## config.mk

```make
export PLATFORM = sky130hd
export DESIGN_NAME = line_scaler
export DESIGN_NICKNAME = d
export VERILOG_FILES = /design/src/rtl/line_scaler_pkg.sv /design/src/rtl/line_scaler_ovl_mixer.sv /design/src/rtl/line_scaler.sv
export SDC_FILE = /design/constraint.sdc
export NUM_CORES = 1
export LEC_CHECK = 0
export ABC_AREA = 1
export CORE_MARGIN = 2
export CORE_UTILIZATION = 45
export CTS_BUF_LIST = sky130_fd_sc_hd__clkbuf_2 sky130_fd_sc_hd__clkbuf_4 sky130_fd_sc_hd__clkbuf_8
export CTS_CLUSTER_DIAMETER = 150
export CTS_CLUSTER_SIZE = 14
export DETAILED_ROUTE_END_ITERATION = 10
export HOLD_SLACK_MARGIN = 0.12
export PLACE_DENSITY = 0.79
export SYNTH_ARGS = -nofsm -noshare
export SYNTH_HDL_FRONTEND = slang
export SYNTH_HIERARCHICAL = 1
export SYNTH_SLANG_ARGS = --single-unit
```

## constraint.sdc

```tcl
create_clock -name clk -period 1.15 [get_ports clk]
set_input_delay 0.2875 -clock clk [delete_from_list [all_inputs] [get_ports clk]]
set_output_delay 0.2875 -clock clk [all_outputs]
set_load 0.01 [all_outputs]
```

## src/rtl/line_scaler_pkg.sv

```systemverilog
`default_nettype none
// ============================================================================
// Module      : scaler_pkg
// Description : Shared types and colour helpers for the line scaler.
// Revision    : 1.0 - initial release
// ============================================================================
package scaler_pkg;

    localparam int c_CX_W  = 11;
    localparam int c_CY_W  = 10;
    localparam int c_PIX_W = 15;

    typedef enum logic [1:0] {
        OVL_OFF     = 2'd0,
        OVL_REPLACE = 2'd1,
        OVL_BLEND   = 2'd2,
        OVL_KEY     = 2'd3
    } ovl_mode_e;

    function automatic logic [7:0] expand5(input logic [4:0] c5);
        return {c5, c5[4:2]};
    endfunction

    // BGR555 in, {R8,G8,B8} out.
    function automatic logic [23:0] expand555(input logic [14:0] c);
        return {expand5(c[4:0]), expand5(c[9:5]), expand5(c[14:10])};
    endfunction

endpackage
`default_nettype wire

```

## src/rtl/line_scaler_ovl_mixer.sv

```systemverilog
`default_nettype none
// ============================================================================
// Module      : ovl_mixer
// Description : Combinational source/overlay mixer with 555-to-888 expansion.
// Revision    : 1.0 - initial release
// ============================================================================
module ovl_mixer
    import scaler_pkg::*;
(
    input  logic [c_PIX_W-1:0] i_src_pix,
    input  logic [c_PIX_W-1:0] i_ovl_pix,
    input  ovl_mode_e          i_mode,
    output logic [23:0]        o_rgb
);

    logic [c_PIX_W-1:0] w_blend;
    logic [c_PIX_W-1:0] w_sel;

    genvar ch;
    generate
        for (ch = 0; ch < 3; ch++) begin : g_blend
            logic [5:0] w_sum;
            assign w_sum = {1'b0, i_src_pix[ch*5 +: 5]} + {1'b0, i_ovl_pix[ch*5 +: 5]};
            assign w_blend[ch*5 +: 5] = w_sum[5:1];
        end
    endgenerate

    always_comb begin
        w_sel = i_src_pix;
        case (i_mode)
            OVL_OFF:     w_sel = i_src_pix;
            OVL_REPLACE: w_sel = i_ovl_pix;
            OVL_BLEND:   w_sel = w_blend;
            OVL_KEY:     w_sel = (i_ovl_pix == '0) ? i_src_pix : i_ovl_pix;
            default:     w_sel = i_src_pix;
        endcase
    end

    assign o_rgb = expand555(w_sel);

endmodule
`default_nettype wire

```

## src/rtl/line_scaler.sv

```systemverilog
`default_nettype none
// ============================================================================
// Module      : line_scaler
// Description : Integer upscaler from a line buffer onto output timing.
// Revision    : 1.0 - initial release
// ============================================================================
module line_scaler
    import scaler_pkg::*;
#(
    parameter int          SRC_W    = 256,
    parameter int          SRC_H    = 224,
    parameter int          SCALE    = 3,
    parameter int          X0       = 256,
    parameter int          Y0       = 24,
    parameter int          BUF_LOG2 = 4,
    parameter logic [23:0] BORDER   = 24'h303030
) (
    input  logic                               clk,
    input  logic                               resetn,
    input  logic [c_CX_W-1:0]                  cx,
    input  logic [c_CY_W-1:0]                  cy,
    output logic [BUF_LOG2+$clog2(SRC_W)-1:0]  buf_addr,
    input  logic [c_PIX_W-1:0]                 buf_rdata,
    input  logic [1:0]                         ovl_mode,
    output logic [7:0]                         overlay_x,
    output logic [7:0]                         overlay_y,
    input  logic [c_PIX_W-1:0]                 overlay_color,
    output logic [23:0]                        rgb,
    output logic                               de,
    output logic                               frame_sync
);

    localparam int                c_SX_W    = $clog2(SRC_W);
    localparam int                c_SY_W    = ($clog2(SRC_H) > BUF_LOG2) ? $clog2(SRC_H) : BUF_LOG2;
    localparam logic [c_CX_W-1:0] c_X_BEG   = c_CX_W'(X0);
    localparam logic [c_CX_W-1:0] c_X_END   = c_CX_W'(X0 + SRC_W * SCALE);
    localparam logic [c_CY_W-1:0] c_Y_BEG   = c_CY_W'(Y0);
    localparam logic [c_CY_W-1:0] c_Y_END   = c_CY_W'(Y0 + SRC_H * SCALE);
    localparam logic [2:0]        c_PH_LAST = 3'(SCALE - 1);

    logic [2:0]        r_hp, w_hp, r_vp, w_vp;
    logic [c_SX_W-1:0] r_sx, w_sx;
    logic [c_SY_W-1:0] r_sy, w_sy;
    logic [7:0]        w_ovl_x, w_ovl_y;
    logic              r_locked;
    logic              w_x_in, w_x_run, w_y_in, w_y_run;
    logic              w_line0, w_frame0, w_lock, w_active, w_fs;
    ovl_mode_e         r_mode1, r_mode2;
    logic              r_act1, r_act2, r_fs1, r_fs2;
    logic [23:0]       w_mix;

    assign w_x_in   = (cx >= c_X_BEG) && (cx < c_X_END);
    assign w_x_run  = (cx >  c_X_BEG) && (cx < c_X_END);
    assign w_y_in   = (cy >= c_Y_BEG) && (cy < c_Y_END);
    assign w_y_run  = (cy >  c_Y_BEG) && (cy < c_Y_END);
    assign w_line0  = (cx == '0);
    assign w_frame0 = w_line0 && (cy == c_Y_BEG);
    // The frame-start sample itself counts as locked so X0==0 shows its first pixel.
    assign w_lock   = r_locked || w_frame0;
    assign w_active = w_lock && w_x_in && w_y_in;
    assign w_fs     = (cx == c_X_BEG) && (cy == c_Y_BEG);

    always_comb begin
        w_hp = r_hp;
        w_sx = r_sx;
        if (cx == c_X_BEG) begin
            w_hp = '0;
            w_sx = '0;
        end else if (w_x_run) begin
            if (r_hp == c_PH_LAST) begin
                w_hp = '0;
                w_sx = r_sx + 1'b1;
            end else begin
                w_hp = r_hp + 3'd1;
            end
        end
    end

    always_comb begin
        w_vp = r_vp;
        w_sy = r_sy;
        if (w_frame0) begin
            w_vp = '0;
            w_sy = '0;
        end else if (w_line0 && w_y_run) begin
            if (r_vp == c_PH_LAST) begin
                w_vp = '0;
                w_sy = r_sy + 1'b1;
            end else begin
                w_vp = r_vp + 3'd1;
            end
        end
    end

    generate
        if (c_SX_W >= 8) begin : g_ovl_x_slice
            assign w_ovl_x = w_sx[7:0];
        end else begin : g_ovl_x_pad
            assign w_ovl_x = {{(8 - c_SX_W){1'b0}}, w_sx};
        end
        if (c_SY_W >= 8) begin : g_ovl_y_slice
            assign w_ovl_y = w_sy[7:0];
        end else begin : g_ovl_y_pad
            assign w_ovl_y = {{(8 - c_SY_W){1'b0}}, w_sy};
        end
    endgenerate

    ovl_mixer u_mixer (
        .i_src_pix (buf_rdata),
        .i_ovl_pix (overlay_color),
        .i_mode    (r_mode2),
        .o_rgb     (w_mix)
    );

    // Stage 1 issues the buffer/overlay reads; stage 2 waits for data; stage 3 is the output.
    always_ff @(posedge clk or negedge resetn) begin
        if (!resetn) begin
            r_hp       <= '0;
            r_sx       <= '0;
            r_vp       <= '0;
            r_sy       <= '0;
            r_locked   <= 1'b0;
            buf_addr   <= '0;
            overlay_x  <= '0;
            overlay_y  <= '0;
            r_mode1    <= OVL_OFF;
            r_mode2    <= OVL_OFF;
            r_act1     <= 1'b0;
            r_act2     <= 1'b0;
            r_fs1      <= 1'b0;
            r_fs2      <= 1'b0;
            rgb        <= '0;
            de         <= 1'b0;
            frame_sync <= 1'b0;
        end else begin
            r_hp       <= w_hp;
            r_sx       <= w_sx;
            r_vp       <= w_vp;
            r_sy       <= w_sy;
            r_locked   <= w_lock;
            buf_addr   <= {w_sy[BUF_LOG2-1:0], w_sx};
            overlay_x  <= w_ovl_x;
            overlay_y  <= w_ovl_y;
            r_mode1    <= ovl_mode_e'(ovl_mode);
            r_mode2    <= r_mode1;
            r_act1     <= w_active;
            r_act2     <= r_act1;
            r_fs1      <= w_fs;
            r_fs2      <= r_fs1;
            rgb        <= r_act2 ? w_mix : BORDER;
            de         <= r_act2;
            frame_sync <= r_fs2;
        end
    end

    always @(posedge clk) begin
        assert ((X0 + SRC_W * SCALE <= 1650) && (Y0 + SRC_H * SCALE <= 750) &&
                (SCALE >= 1) && (SCALE <= 7))
            else $error("line_scaler: geometry parameters out of range");
    end

endmodule
`default_nettype wire
```

After elaboration in Yosys (flattened, before gate mapping)
Index checks and enable logic that the tools add are counted.
- add/sub/neg operators: 7
- magnitude comparators: 6
- eq/ne operators: 7
- muxes and demuxes: 15
- reduce and logical (&&, ||, !) cells: 17
- operators with widths (kind ; number):
    case mux 15 bit (4 select lines) ; 1
    two-way mux 8 bit ; 6
    two-way mux 24 bit ; 1
    adder 5 x 5 -> 6 bit ; 3
    two-way mux 3 bit ; 6
    adder 8 x 1 -> 8 bit, second input constant ; 2
    logical NOT 15 bit ; 1
    two-way mux 15 bit ; 1
    equality test 11 x 9 -> 1 bit, second input constant ; 1
    greater-or-equal comparator 11 x 9 -> 1 bit, second input constant ; 1
    > comparator 11 x 9 -> 1 bit, second input constant ; 1
    logical NOT 11 bit ; 1
    less-than comparator 11 bit, second input constant ; 1
    equality test 10 x 5 -> 1 bit, second input constant ; 1
    greater-or-equal comparator 10 x 5 -> 1 bit, second input constant ; 1
    > comparator 10 x 5 -> 1 bit, second input constant ; 1
    less-than comparator 10 bit, second input constant ; 1
    logical AND 1 bit ; 9
    adder 3 x 1 -> 3 bit, second input constant ; 2
    equality test 3 x 2 -> 1 bit, second input constant ; 2
    nonzero test 2 bit ; 3
    equality test 2 bit, second input constant ; 2
    equality test 2 x 1 -> 1 bit, second input constant ; 1
    logical NOT 2 bit ; 1
    other kinds (2) ; 2
- register bits after elaboration: 69
- input port bits: 55
- output and inout bits: 54
- logic and storage cells: 68

Logic depth before layout (Yosys ltp)
- word-level depth: 5
- gate-level depth with buffers: 12
- gate-level depth less buffers: 11

Modules after synthesis
Netlist, hierarchy kept.
- modules (own cells, without submodules) (module ; times used ; cells each ; area each (um^2) ; sequential area each (um^2)):
    line_scaler ; 1 ; 299 ; 2585.0 ; 1426.4
    ovl_mixer ; 1 ; 200 ; 1199.9 ; 0.0

Worst setup path after synthesis
Ideal clock, no wire load.
- kind: input -> register
- start point: input port buf_rdata[6]
- end point: register rgb[14]
- setup time: 0.114 ns
- arrival time: 1.378 ns
- data required time: 1.036 ns
- setup slack: -0.342 ns
- stages on the path: 11
- path buffers: 1
- cells stage by stage: inv_1 fa_1 inv_1 nand3_1 nand2_1 a21oi_1 o21ai_0 nand3_2 buf_4 nand2_1 inv_1
- cells in the longest elaborated chain, start to end: 3
- RTL lines (what ; RTL line ; text):
    start, declared ; line_scaler.sv:23 ; input logic [c_PIX_W-1:0] buf_rdata,
    adder 5 x 5 -> 6 bit ; line_scaler_ovl_mixer.sv:23 ; assign w_sum = {1'b0, i_src_pix[ch*5 +: 5]} + {1'b0, i_ovl_pix[ch*5 +: 5]};
    case mux 15 bit (4 select lines) ; line_scaler_ovl_mixer.sv:30 ; case (i_mode)
    named net w_mix[9] ; line_scaler.sv:50 ; logic [23:0] w_mix;
    two-way mux 24 bit ; line_scaler.sv:150 ; rgb <= r_act2 ? w_mix : BORDER;
    end signal, assigned ; line_scaler.sv:150 ;
    end, declared ; line_scaler.sv:28 ; output logic [23:0] rgb,
The timed path passes the listed nets, and every way through them passes these cells.
A chain may end at the register's enable or synchronous reset.

Worst setup path after layout
- start point: input port buf_rdata[13]
- end point: register rgb[1]
- cells in the longest elaborated chain, start to end: 3
- elaborated cells between the ends (all ways): 4
- those cells by class: add/sub: 1; mux: 3
- RTL lines (what ; RTL line):
    adder 5 x 5 -> 6 bit or two-way mux 15 bit (tied branches) ; line_scaler_ovl_mixer.sv:23, line_scaler_ovl_mixer.sv:34
    case mux 15 bit (4 select lines) * ; line_scaler_ovl_mixer.sv:30
    named net w_mix[1] ; line_scaler.sv:50
    two-way mux 24 bit * ; line_scaler.sv:150
The timed path passes the listed nets; every way through them passes the cells marked *.

==> impl_metrics.tcl <==
set metrics [dict create \
    yosysTopAreaCell "dfrtp_1" \
    ys.flop_type "dfrtp_1" \
    setup_viol 62 \
    drc 0 \
    total_power_uw 7154 \
    synth_simple_gate_area_frac 0.3435 \
    grt_max_degree 58 \
    synth_seq_cells 57 \
    hold_viol 0 \
    status "complete, but fails checks" \
    fin_skew_ps 9.482 \
    drive_above_1_share 0.5902 \
    synth.cell_area_sq_mm 0.003785 \
    cts.clk_slew.worst_paths_ps 80 \
    die_width_um 95.71 \
    cts_tree "done" \
    p_comb_frac 0.395 \
    clockBufferDepth 2 \
    irDropWorstVdd_mv 1.220 \
    antenna_found_initial 0 \
    vias 4246 \
    avgSynthCellArea_sq_um 7.585 \
    hp-class "flop to flop" \
    synth.area.top_cells "dfrtp_1 (38%), nand2_1 (13%), inv_1 (6.4%)" \
    required_ps 1420 \
    arrival_ps 1800 \
    grt_busiest_layer "met2" \
    insertedDiodeCount 0 \
    p_int_uw 4642 \
    fp.dieH_um 95.71 \
    synth_xor_area_frac 0.01851 \
    io_buffers 108 \
    dpl.cell_count 763 \
    grt_util_met3 0.03681 \
    rows 33 \
    violations "negative setup slack" \
    maxCapViolations 0 \
    async_reset_ff_frac 1.000 \
    cts_buffers 9 \
    io_pins 109 \
    worst_slack_ps -373.1 \
    yosysSeqAreaShare 0.3769 \
    fin_cells 820 \
    place_hpwl_um 7939 \
    wl_um 13500 \
    switching_share 0.3511 \
    drtIter0Drc 230 \
    muxShareOfSynthArea 0 \
    grt_use_total 0.2673 \
    drt-vias-per-instance 5.178 \
    gp_congestion 0.9389 \
    grt_pass1_vias 4041 \
    post-route-period-util 1.324 \
    grt_use_met2 0.4779 \
    synth_top_family_by_area "simple AND/OR/NAND/NOR gates" \
    worst_pin_slew_ps 328.8 \
    synthAdderAreaFrac 0.06215 \
    synth_compound_area_frac 0.06645 \
    grt-ovfl-total 0 \
    final-max-slew-violation-count 0 \
    clock.fmax_mhz 656.5 \
    coreArea_sq_mm 0.008175 \
    htreeDepth 3 \
    dieArea_sq_mm 0.009160 \
    cp-end-kind "flop" \
    worstPathMaxFanout 5 \
    initial_utilization 0.4630 \
    synth_fp_nets 571 \
    critical_path_class "input pin to flop" \
    p_clk_frac 0.276 \
    fin_crit_ps 1523 \
    synth_edf_count 0 \
    nets 782 \
    area_growth_pct 71.21 \
    slew_headroom 0.7808 \
    routedWlPerCell_um 16.46 \
    start_kind "input pin" \
    cts_root_buf "clkbuf_8" \
    p_leak_uw 0.003414 \
    clock_latency_ps 320 \
    yosysWarnings 6 \
    switching_power_uw 2512 \
    seq_power_share 0.329 \
    cts_sinks 57 \
    ys_types 33 \
    met1_usage 0.3318 \
    powerDensity_mw_per_mm2 1104 \
    rsz0062_at_grt "true" \
    synth_cells 499 \
    yosysTopAreaCellShare 0.3769 \
    dr.pass1.iters 7 \
    grt_pass1_wl_um 19090 \
    drtAntennaViolNets 0 \
]
registers in the layout, indices dropped and copies added (netlist names):
| name | cells |
|---|---|
| r_sy | 5 |
| r_hp | 3 |
| buf_addr | 4 |
| de | 1 |
| r_mode2 | 2 |
| r_act2 | 1 |
| r_fs2 | 1 |
| r_locked | 1 |
| frame_sync | 1 |
| r_sx | 7 |
| r_act1 | 1 |
| r_vp | 3 |
| rgb | 24 |
| r_fs1 | 1 |
| r_mode1 | 2 |
worst paths after layout:
| path | from | to | slack, ps | cells after the start |
|---|---|---|---|---|
| setup / recovery | buf_rdata[13] | rgb[1] | -370 | 9 |
| hold / removal | r_fs2 | frame_sync | 350 | 0 |
| setup reg to reg | r_mode2[0] | rgb[1] | -290 | 8 |
| hold reg to reg | r_fs2 | frame_sync | 350 | 0 |
| max in group asynchronous | resetn | rgb[21] | 380 | 3 |
| min in group asynchronous | resetn | rgb[19] | 460 | 3 |
layout by cell type (no fill, tap or decap), types with 8 or more instances in the layout:
| cell | n |
|---|---|
| inv_1 | 50 |
| nand3_4 | 12 |
| dfrtp_1 | 54 |
| buf_2 | 56 |
| buf_6 | 36 |
| o21ai_2 | 9 |
| buf_4 | 89 |
| nand3_1 | 10 |
| inv_2 | 18 |
| nand2_1 | 102 |
| nor2_4 | 11 |
| clkbuf_8 | 10 |
| nor2_1 | 18 |
| clkbuf_2 | 28 |
| ha_4 | 12 |
| nor2_2 | 19 |
| o21ai_1 | 8 |
| a21oi_1 | 17 |
| nand3_2 | 44 |
| nand2_2 | 22 |
synthesized netlist by cell type (7+ instances only):
cell	n
o21ai_0	18
buf_4	22
inv_1	65
ha_1	14
nand2_1	128
nor2_2	9
nor2_1	34
inv_2	8
nand3_1	48
xor2_1	7
dfrtp_1	57
a21oi_1	24
nand3_2	18
final cells by class:
type	count	area (sq um)
fill	496	1695
clock buffer	10	137.6
multi-input combinational	338	2645
sequential	57	1430
tap	105	131.4
inverter	74	305.3
clock inverter	6	67.56
timing repair buffer	230	1763
power groups by stage:
| stage | clock network, uW | logic [uW] | registers [uW] |
|---|---|---|---|
| 6_report | 1970 | 2830 | 2350 |
| 5_1_grt | 2060 | 3040 | 2370 |
| 4_1_cts | 1970 | 2500 | 2340 |
| 3_5_place_dp | 0 | 2230 | 2380 |
| 3_3_place_gp | 0 | 2160 | 2370 |
| 2_1_floorplan | 0 | 1060 | 2430 |
metrics by stage:
step	TNS (ps)	util	hold slack (ps)	cell area (sq um)	setup slack, ps
finish	-7287	0.7926	353.2	6480	-373.1
global route	-10800	0.7926	368.1	6480	-371.0
CTS	-6290	0.7518	353.2	6146	-194.6
detailed placement	-34330	0.6973	312.9	5700	-906.6
global placement	-32150	0.6973	309.8	5700	-850.8
floorplan	-2778	-	-8.091	4063	-234.7
logic make-up after synthesis:
group	Yosys count
DFF	57
buffers and inverters	104
adders and majority gates	17
and+or+nand+nor	265
xor gates and xnor gates	8
AOI/OAI and AO/OA	48
worst max-delay path, cell delays in order:
cell and delay, ps:
clkdlybuf4s15_2 230, ha_4 280, a21oi_1 240, nand2_2 120
a21oi_1 280, o21ai_2 110, nand3_2 110, nand2_1 60
inv_1 70
repair_timing:
item | in CTS | in global routing
gates resized for setup | 407 | 141
setup buffers | 27 | 13
hold endpoints to repair | 57 | 0
hold buffers | 1 | 0
endpoints found under the setup margin | 103 | 78
cloned | 2 | 0
pin swaps | 88 | 81
metal layers:
metal	share of wire	vias to the layer above	wire [um]
li1	-	1986	-
met1	0.38	2051	5123
met2	0.54	187	7304
met3	0.060	22	815
met4	0.019	0	252
met5	0	-	0
No activity file was read; power rests on OpenSTA's default activity.
